### src/rtl/wall_slice_scaler_pkg.sv
// Shared fixed-point parameters, FSM encoding and slice record for the wall slice scaler.
package wall_slice_scaler_pkg;

    localparam int unsigned H_VIS  = 640;
    localparam int unsigned HALF_W = 320;
    localparam int unsigned HK     = 8;
    localparam int unsigned UF     = 12;

    localparam int unsigned VD_W   = 16;   // vdist, UQ7.9
    localparam int unsigned UACC_W = 18;   // u accumulator, [5:-UF]
    localparam int unsigned DIV_W  = 18;
    localparam int unsigned HV_W   = 9;
    localparam int unsigned HPOS_W = 10;

    localparam logic [DIV_W-1:0]  DIVIDEND = DIV_W'(1 << (HK + 9));
    localparam logic [UACC_W-1:0] U0_FULL  = UACC_W'(32 << UF);

    typedef enum logic [2:0] {
        ST_IDLE,
        ST_LOAD,
        ST_DIV,
        ST_FIN,
        ST_READY
    } state_t;

    typedef struct packed {
        logic [HV_W-1:0]   h;
        logic [UACC_W-1:0] u0;
        logic [VD_W-1:0]   step;
        logic              side;
        logic [5:0]        tex;
    } slice_t;

    // HALF_W * v as 256v + 64v, kept modulo 2^UACC_W
    function automatic logic [UACC_W-1:0] halfWTimes(input logic [VD_W-1:0] v);
        logic [UACC_W-1:0] w;
        w = UACC_W'(v);
        return (w << 8) + (w << 6);
    endfunction

endpackage

### src/rtl/wall_slice_scaler_seq_divider.sv
// Restoring divider, one quotient bit per cycle, with start/busy/done handshake.
module seq_divider
    import wall_slice_scaler_pkg::*;
(
    input  logic             clk,
    input  logic             reset,
    input  logic             start,
    input  logic [DIV_W-1:0] dividend,
    input  logic [DIV_W-1:0] divisor,
    output logic             busy,
    output logic             done,
    output logic [DIV_W-1:0] quotient
);

    logic [DIV_W-1:0] rem;
    logic [DIV_W-1:0] dvd;
    logic [4:0]       cnt;
    logic [DIV_W:0]   shifted;
    logic [DIV_W:0]   diff;
    logic             fits;

    always_comb begin
        shifted = {rem, dvd[DIV_W-1]};
        fits    = shifted >= {1'b0, divisor};
        diff    = shifted - {1'b0, divisor};
    end

    always_ff @(posedge clk or posedge reset) begin
        if (reset) begin
            rem      <= '0;
            dvd      <= '0;
            cnt      <= '0;
            busy     <= 1'b0;
            done     <= 1'b0;
            quotient <= '0;
        end else begin
            done <= 1'b0;
            if (start) begin
                rem      <= '0;
                dvd      <= dividend;
                quotient <= '0;
                cnt      <= 5'(DIV_W);
                busy     <= 1'b1;
            end else if (busy) begin
                rem      <= fits ? diff[DIV_W-1:0] : shifted[DIV_W-1:0];
                dvd      <= {dvd[DIV_W-2:0], 1'b0};
                quotient <= {quotient[DIV_W-2:0], fits};
                cnt      <= cnt - 5'd1;
                if (cnt == 5'd1) begin
                    busy <= 1'b0;
                    done <= 1'b1;
                end
            end
        end
    end

endmodule

### src/rtl/wall_slice_scaler.sv
// Converts the tracer's per-line distance into a double-buffered wall slice
// and walks the texture u coordinate along the scanline.
module wall_slice_scaler
    import wall_slice_scaler_pkg::*;
(
    input  logic              clk,
    input  logic              reset,
    input  logic              hmax,
    input  logic [HPOS_W-1:0] hpos,
    input  logic [VD_W-1:0]   i_vdist,
    input  logic              i_side,
    input  logic [5:0]        i_tex,
    output logic              o_wall,
    output logic              o_side,
    output logic [5:0]        o_tex_u,
    output logic [5:0]        o_tex_v,
    output logic              o_late
);

    state_t           state, stateNext;
    slice_t           shadow, active;
    logic             shadowZero;
    logic             divStart, divBusy, divDone;
    logic [DIV_W-1:0] divQuot;
    logic             finSat;
    logic [HV_W-1:0]  finH;
    logic [UACC_W-1:0] finU0;
    logic             inFlight;

    seq_divider u_div (
        .clk      (clk),
        .reset    (reset),
        .start    (divStart),
        .dividend (DIVIDEND),
        .divisor  (DIV_W'(i_vdist)),
        .busy     (divBusy),
        .done     (divDone),
        .quotient (divQuot)
    );

    always_ff @(posedge clk or posedge reset) begin
        if (reset) state <= ST_IDLE;
        else       state <= stateNext;
    end

    // The state entered on hmax is the cycle the tracer result is valid, so LOAD samples it directly.
    always_comb begin
        stateNext = state;
        divStart  = 1'b0;
        case (state)
            ST_IDLE, ST_READY: stateNext = state;
            ST_LOAD: begin
                if (i_vdist == '0) begin
                    stateNext = ST_FIN;
                end else begin
                    stateNext = ST_DIV;
                    divStart  = 1'b1;
                end
            end
            ST_DIV:  if (divDone && !divBusy) stateNext = ST_FIN;
            ST_FIN:  stateNext = ST_READY;
            default: stateNext = ST_IDLE;
        endcase
        if (hmax) stateNext = ST_LOAD;
    end

    always_comb begin
        inFlight = (state == ST_LOAD) || (state == ST_DIV) || (state == ST_FIN);
        finSat   = shadowZero || (divQuot >= DIV_W'(HALF_W));
        finH     = finSat ? HV_W'(HALF_W) : divQuot[HV_W-1:0];
        finU0    = finSat ? (U0_FULL - halfWTimes(shadow.step)) : '0;
    end

    always_ff @(posedge clk or posedge reset) begin
        if (reset) begin
            shadow     <= '0;
            active     <= '0;
            shadowZero <= 1'b0;
            o_late     <= 1'b0;
        end else begin
            if (state == ST_LOAD) begin
                shadow.step <= i_vdist;
                shadow.side <= i_side;
                shadow.tex  <= i_tex;
                shadowZero  <= (i_vdist == '0);
            end
            if (state == ST_FIN) begin
                shadow.h  <= finH;
                shadow.u0 <= finU0;
            end
            if (hmax) begin
                if (inFlight) begin
                    active <= '{h: HV_W'(HALF_W), u0: '0, step: '0,
                                side: shadow.side, tex: shadow.tex};
                    o_late <= 1'b1;
                end else begin
                    active <= shadow;
                end
            end
        end
    end

    logic [HPOS_W-1:0] spanLo, spanHi;
    logic              inWall;
    logic [UACC_W-1:0] uAcc, uCur, uNext;
    logic [UACC_W:0]   uSum;

    always_comb begin
        spanLo = HPOS_W'(HALF_W) - HPOS_W'(active.h);
        spanHi = HPOS_W'(HALF_W) + HPOS_W'(active.h);
        inWall = (hpos >= spanLo) && (hpos < spanHi) && (hpos < HPOS_W'(H_VIS));
        uCur   = (hpos == spanLo) ? active.u0 : uAcc;
        uSum   = (UACC_W+1)'(uCur) + (UACC_W+1)'(active.step);
        uNext  = uSum[UACC_W] ? '1 : uSum[UACC_W-1:0];
    end

    always_ff @(posedge clk or posedge reset) begin
        if (reset) begin
            o_wall  <= 1'b0;
            o_side  <= 1'b0;
            o_tex_u <= '0;
            o_tex_v <= '0;
            uAcc    <= '0;
        end else if (inWall) begin
            o_wall  <= 1'b1;
            o_side  <= active.side;
            o_tex_u <= uCur[UACC_W-1:UF];
            o_tex_v <= active.tex;
            uAcc    <= uNext;
        end else begin
            o_wall  <= 1'b0;
            o_tex_u <= '0;
            o_tex_v <= '0;
        end
    end

endmodule
### config.mk
export PLATFORM = sky130hd
export DESIGN_NAME = wall_slice_scaler
export DESIGN_NICKNAME = d
export VERILOG_FILES = /design/src/rtl/wall_slice_scaler_pkg.sv /design/src/rtl/wall_slice_scaler_seq_divider.sv /design/src/rtl/wall_slice_scaler.sv
export SDC_FILE = /design/constraint.sdc
export NUM_CORES = 1
export LEC_CHECK = 0
export ABC_AREA = 1
export BUFFER_PORTS_ARGS = -buffer_cell sky130_fd_sc_hd__buf_2
export CAP_MARGIN = 5
export CORE_MARGIN = 5
export CORE_UTILIZATION = 25
export DETAILED_ROUTE_END_ITERATION = 12
export GPL_TIMING_DRIVEN = 1
export PLACE_DENSITY_LB_ADDON = 0.05
export SLEW_MARGIN = 20
export SYNTH_ARGS = -nofsm -noshare
export SYNTH_HDL_FRONTEND = slang
export SYNTH_SLANG_ARGS = --single-unit
### constraint.sdc
create_clock -name clk -period 14.85 [get_ports clk]
set_input_delay 1.485 -clock clk [delete_from_list [all_inputs] [get_ports clk]]
set_output_delay 1.485 -clock clk [all_outputs]
set_load 0.01 [all_outputs]
==> impl_metrics.tcl <==
set metrics [dict create \
    finalCriticalPeriod_ns 5.06 \
    drc_errors 0 \
    synth_area_per_cell_um2 7.44 \
    hold_ws_ns 0.469 \
    hold_class "flop to flop" \
    clock-sinks 169 \
    slowest_delay_ns 0.78 \
    synth.cell_area_um2 10400 \
    filler_cell_count 4524 \
    startpoint_of_the_most_critical_register_to_register_path "active[41]" \
    sort_of_element_at_the_start_of_the_critical_path "flop" \
    worst-path-stages 18 \
    routed-via-count 8758 \
    rr_endpoint "uAcc[4]" \
    max-vdd-ir-drop_mv 0.0846 \
    drt.antenna.violating_nets 0 \
    path_clk_slew_ns 0.07 \
    fin_tns_setup_ns 0 \
    number_of_iterations_in_the_first_detailed_routing_pass 5 \
    synth_cells 1401 \
    cts_tree "done" \
    maxSlewViolCount 0 \
    boundaryPins 51 \
    gp_congestion 0.821 \
    synth_cell_types 44 \
    grt_remaining_overflow 0 \
    io_buffer_count 50 \
    drt-wirelength-per-cell_um 16.0 \
    critical-path-slowest-cell "sky130_fd_sc_hd__o21ai_0" \
    cellLeakagePower_nw 6.17 \
    final_layout_size_suffix_gt1_share_pct 7.86 \
    place.detailed.hpwl_um 23600 \
    drc_violation_total_after_the_first_tritonroute_iteration 460 \
    timing.clock.skew_ns 0.0105 \
    worst_slew_margin_rel_pct 37.0 \
    design_power_total_mw 2.34 \
    grt_max_degree 113 \
    reg2reg_depth 18 \
    max_clock_freq_mhz 198 \
    status "finished clean" \
    power_per_cell_area_nw_per_um2 199 \
    cp_data_required_time_ns 15.20 \
    end_kind "flop" \
    tritoncts.num_buffers 17 \
    drv_cap 0 \
    mappedNetlistNets 1518 \
    gr-usage-all-layers_pct 14.3 \
    start_util_pct 25.4 \
    synth_sequential_area_ratio_pct 40.6 \
    synthArstFlopShare_pct 100 \
    routed_wl_um 31700 \
    critical-path-top-delay-family "compound AO/OA/AOI/OAI gates" \
    initial_antenna_violation_count 0 \
    utilization_pct 28.6 \
    yosys_register_bits 169 \
    vias_in_the_first_global_route 8929 \
    slew_of_the_pin_with_the_lowest_slew_margin_ns 0.944 \
    buffer_type_at_the_clock_tree_root "sky130_fd_sc_hd__clkbuf_16" \
    dieWidth_um 214 \
    clkLatencyLatePin_ns 0.47 \
    first_pass_grt_wire_length_um 51600 \
    cp-startpoint "active[41]" \
    hold_violations 0 \
    number_of_buffers_added_for_setup_after_cts 0 \
    path_cells "nor3_1, nand3_1, o21ai_0, xor2_1, ha_1, nand2_1, nor2_4, nand3_1, o21ai_0, ha_1, a21oi_1, o21ai_0, a21boi_0, nor2_1, inv_2, nand3_1, nand2_1, nand2_1" \
    num_antenna_cells 0 \
    endpoint "uAcc[4]" \
    critPathMaxFanout 22 \
    worst-endpoint-arrival_ns 5.40 \
    clock_tree.buffer_depth 2 \
    die_height_um 214 \
    dieArea_um2 45900 \
    synth_ff_type "sky130_fd_sc_hd__dfrtp_1" \
    setup_viol 0 \
    worst-path-buf-inv 1 \
    synth_edf_count 0 \
    core_area_um2 41000 \
    post-route-period-util_pct 34.0 \
    ys_warn_count 0 \
    avgViaCountPerCell 4.42 \
    ff2ff_setup_slack_ns 9.79 \
    nNetsFinal 1554 \
    grt_setup_unrepaired "false" \
    hold_buffers 0 \
    post_cts_resize_count 0 \
    cts-htree-levels 4 \
    path_class "flop to flop" \
    area_growth_syn_to_layout_pct 12.7 \
    floorplan.rows 74 \
]
## layer usage
layer	part of all wire [%]	wire (um)	GRT usage (%)	vias up
li1	-	-	-	4578
met1	51	16100	19.9	4072
met2	45	14300	22.3	76
met3	2.1	679	2.84	32
met4	1.9	616	4.66	0
met5	0	0	0	-
## layout make-up
type / count / area [um2] / share of cell area (%)
inverter: 191 / 724 / 6.17
tap: 532 / 666 / 5.67
multi-input combinational: 1003 / 5300 / 45.1
sequential: 169 / 4230 / 36.0
clock inverter: 6 / 38.8 / 0.330
timing repair buffer: 55 / 288 / 2.45
clock buffer: 26 / 499 / 4.25
## kinds of logic (layout without fill, tap and decap cells)
kind of cell | after synthesis | after routing | share of synthesized area [%]
adder cells (fa/ha/maj) | 81 | 81 | 9.87
AND/OR/NAND/NOR | 702 | 702 | 28.6
XOR/XNOR | 34 | 34 | 2.86
AO/OA/AOI/OAI | 186 | 186 | 9.49
flip-flops | 169 | 169 | 40.6
buffers and inverters | 229 | 278 | 8.64
## layout by cell type (no fill, tap or decap), types with 3 or more instances in the layout
master	n
sky130_fd_sc_hd__o22ai_1	16
sky130_fd_sc_hd__inv_1	182
sky130_fd_sc_hd__xor2_1	16
sky130_fd_sc_hd__inv_2	7
sky130_fd_sc_hd__a31oi_1	3
sky130_fd_sc_hd__or2_2	4
sky130_fd_sc_hd__clkbuf_16	17
sky130_fd_sc_hd__clkinv_2	3
sky130_fd_sc_hd__nand2_1	433
sky130_fd_sc_hd__o21ai_1	12
sky130_fd_sc_hd__o21ai_0	96
sky130_fd_sc_hd__nand3_1	115
sky130_fd_sc_hd__a21oi_1	45
sky130_fd_sc_hd__nor2_4	3
sky130_fd_sc_hd__ha_1	79
sky130_fd_sc_hd__nor3_1	12
sky130_fd_sc_hd__buf_2	50
sky130_fd_sc_hd__and2_1	5
sky130_fd_sc_hd__nand4_1	16
sky130_fd_sc_hd__buf_4	5
sky130_fd_sc_hd__nand3b_1	7
sky130_fd_sc_hd__dfrtp_1	169
sky130_fd_sc_hd__xnor2_1	18
sky130_fd_sc_hd__clkbuf_8	4
sky130_fd_sc_hd__nand2_2	6
sky130_fd_sc_hd__clkbuf_1	5
sky130_fd_sc_hd__nor2_1	90
sky130_fd_sc_hd__nor2_2	4
## worst min-delay path by stage
| stage | startpoint | end | slack, ns | cells after the start |
|---|---|---|---|---|
| 4_1_cts | shadow[1] | shadow[1] | 0.48 | 2 |
| 6_report | shadow[1] | shadow[1] | 0.47 | 2 |
| 2_1_floorplan | shadow[0] | shadow[0] | 0.44 | 2 |
| 3_3_place_gp | shadow[2] | shadow[2] | 0.46 | 2 |
| 3_5_place_dp | shadow[5] | shadow[5] | 0.46 | 2 |
| 5_1_grt | shadow[5] | shadow[5] | 0.49 | 2 |
## sequential cells by signal, summed over array words and instances (netlist names), 3 cells and up
signal          count
active             44
shadow             44
u_div.cnt           5
u_div.quotient     18
state               3
o_tex_v             6
o_tex_u             6
u_div.rem          18
uAcc               18
## power breakdown
| group | switching, mW | internal [mW] | total [mW] |
|---|---|---|---|
| Sequential | 0.0958 | 0.609 | 0.705 |
| Clock | 0.201 | 0.231 | 0.432 |
| Combinational | 0.778 | 0.422 | 1.20 |
| Total | 1.07 | 1.26 | 2.34 |
## tightest hold or removal path: cells and delay by family, from the launching register on
kind | cells | cell delay, ns
flip-flops | 1 | 0.34
AND/OR/NAND/NOR | 2 | 0.09
## metrics by stage
step | area [um2] | std cells | setup slack [ns]
final | 11700 | 1982 | 9.79
after global routing | 11700 | 1982 | 9.27
after global placement | 11200 | 1950 | 9.49
after detailed placement | 11200 | 1950 | 9.49
after CTS | 11700 | 1982 | 9.67
after floorplan | 10400 | 1401 | 8.79
## synth_stat cells (2+ instances only)
cell type | instances | share of area [%]
sky130_fd_sc_hd__a31oi_1 | 3 | 0.18
sky130_fd_sc_hd__buf_2 | 6 | 0.29
sky130_fd_sc_hd__nand2_2 | 6 | 0.36
sky130_fd_sc_hd__nor3_1 | 12 | 0.58
sky130_fd_sc_hd__a21oi_1 | 45 | 2.2
sky130_fd_sc_hd__o21ai_0 | 96 | 4.6
sky130_fd_sc_hd__inv_2 | 7 | 0.25
sky130_fd_sc_hd__o21bai_1 | 2 | 0.14
sky130_fd_sc_hd__nand2_1 | 433 | 16
sky130_fd_sc_hd__nor2_2 | 4 | 0.24
sky130_fd_sc_hd__o22ai_1 | 16 | 0.96
sky130_fd_sc_hd__buf_1 | 2 | 0.072
sky130_fd_sc_hd__xor2_1 | 16 | 1.3
sky130_fd_sc_hd__buf_4 | 3 | 0.22
sky130_fd_sc_hd__nand3_1 | 115 | 5.5
sky130_fd_sc_hd__o21ai_1 | 13 | 0.62
sky130_fd_sc_hd__nor2_4 | 3 | 0.32
sky130_fd_sc_hd__dfrtp_1 | 169 | 41
sky130_fd_sc_hd__and2_1 | 5 | 0.30
sky130_fd_sc_hd__clkbuf_1 | 24 | 0.86
sky130_fd_sc_hd__a21o_1 | 2 | 0.14
sky130_fd_sc_hd__nand4_1 | 16 | 0.96
sky130_fd_sc_hd__buf_6 | 3 | 0.32
sky130_fd_sc_hd__xnor2_1 | 18 | 1.5
sky130_fd_sc_hd__inv_1 | 183 | 6.6
sky130_fd_sc_hd__o21a_1 | 2 | 0.14
sky130_fd_sc_hd__nor2_1 | 90 | 3.2
sky130_fd_sc_hd__ha_1 | 79 | 9.5
sky130_fd_sc_hd__nand3_2 | 2 | 0.19
sky130_fd_sc_hd__nand3b_1 | 7 | 0.50
sky130_fd_sc_hd__or2_2 | 4 | 0.24
sky130_fd_sc_hd__o31ai_1 | 2 | 0.14
sky130_fd_sc_hd__fa_1 | 2 | 0.38
No activity file was read; power rests on OpenSTA's default activity.
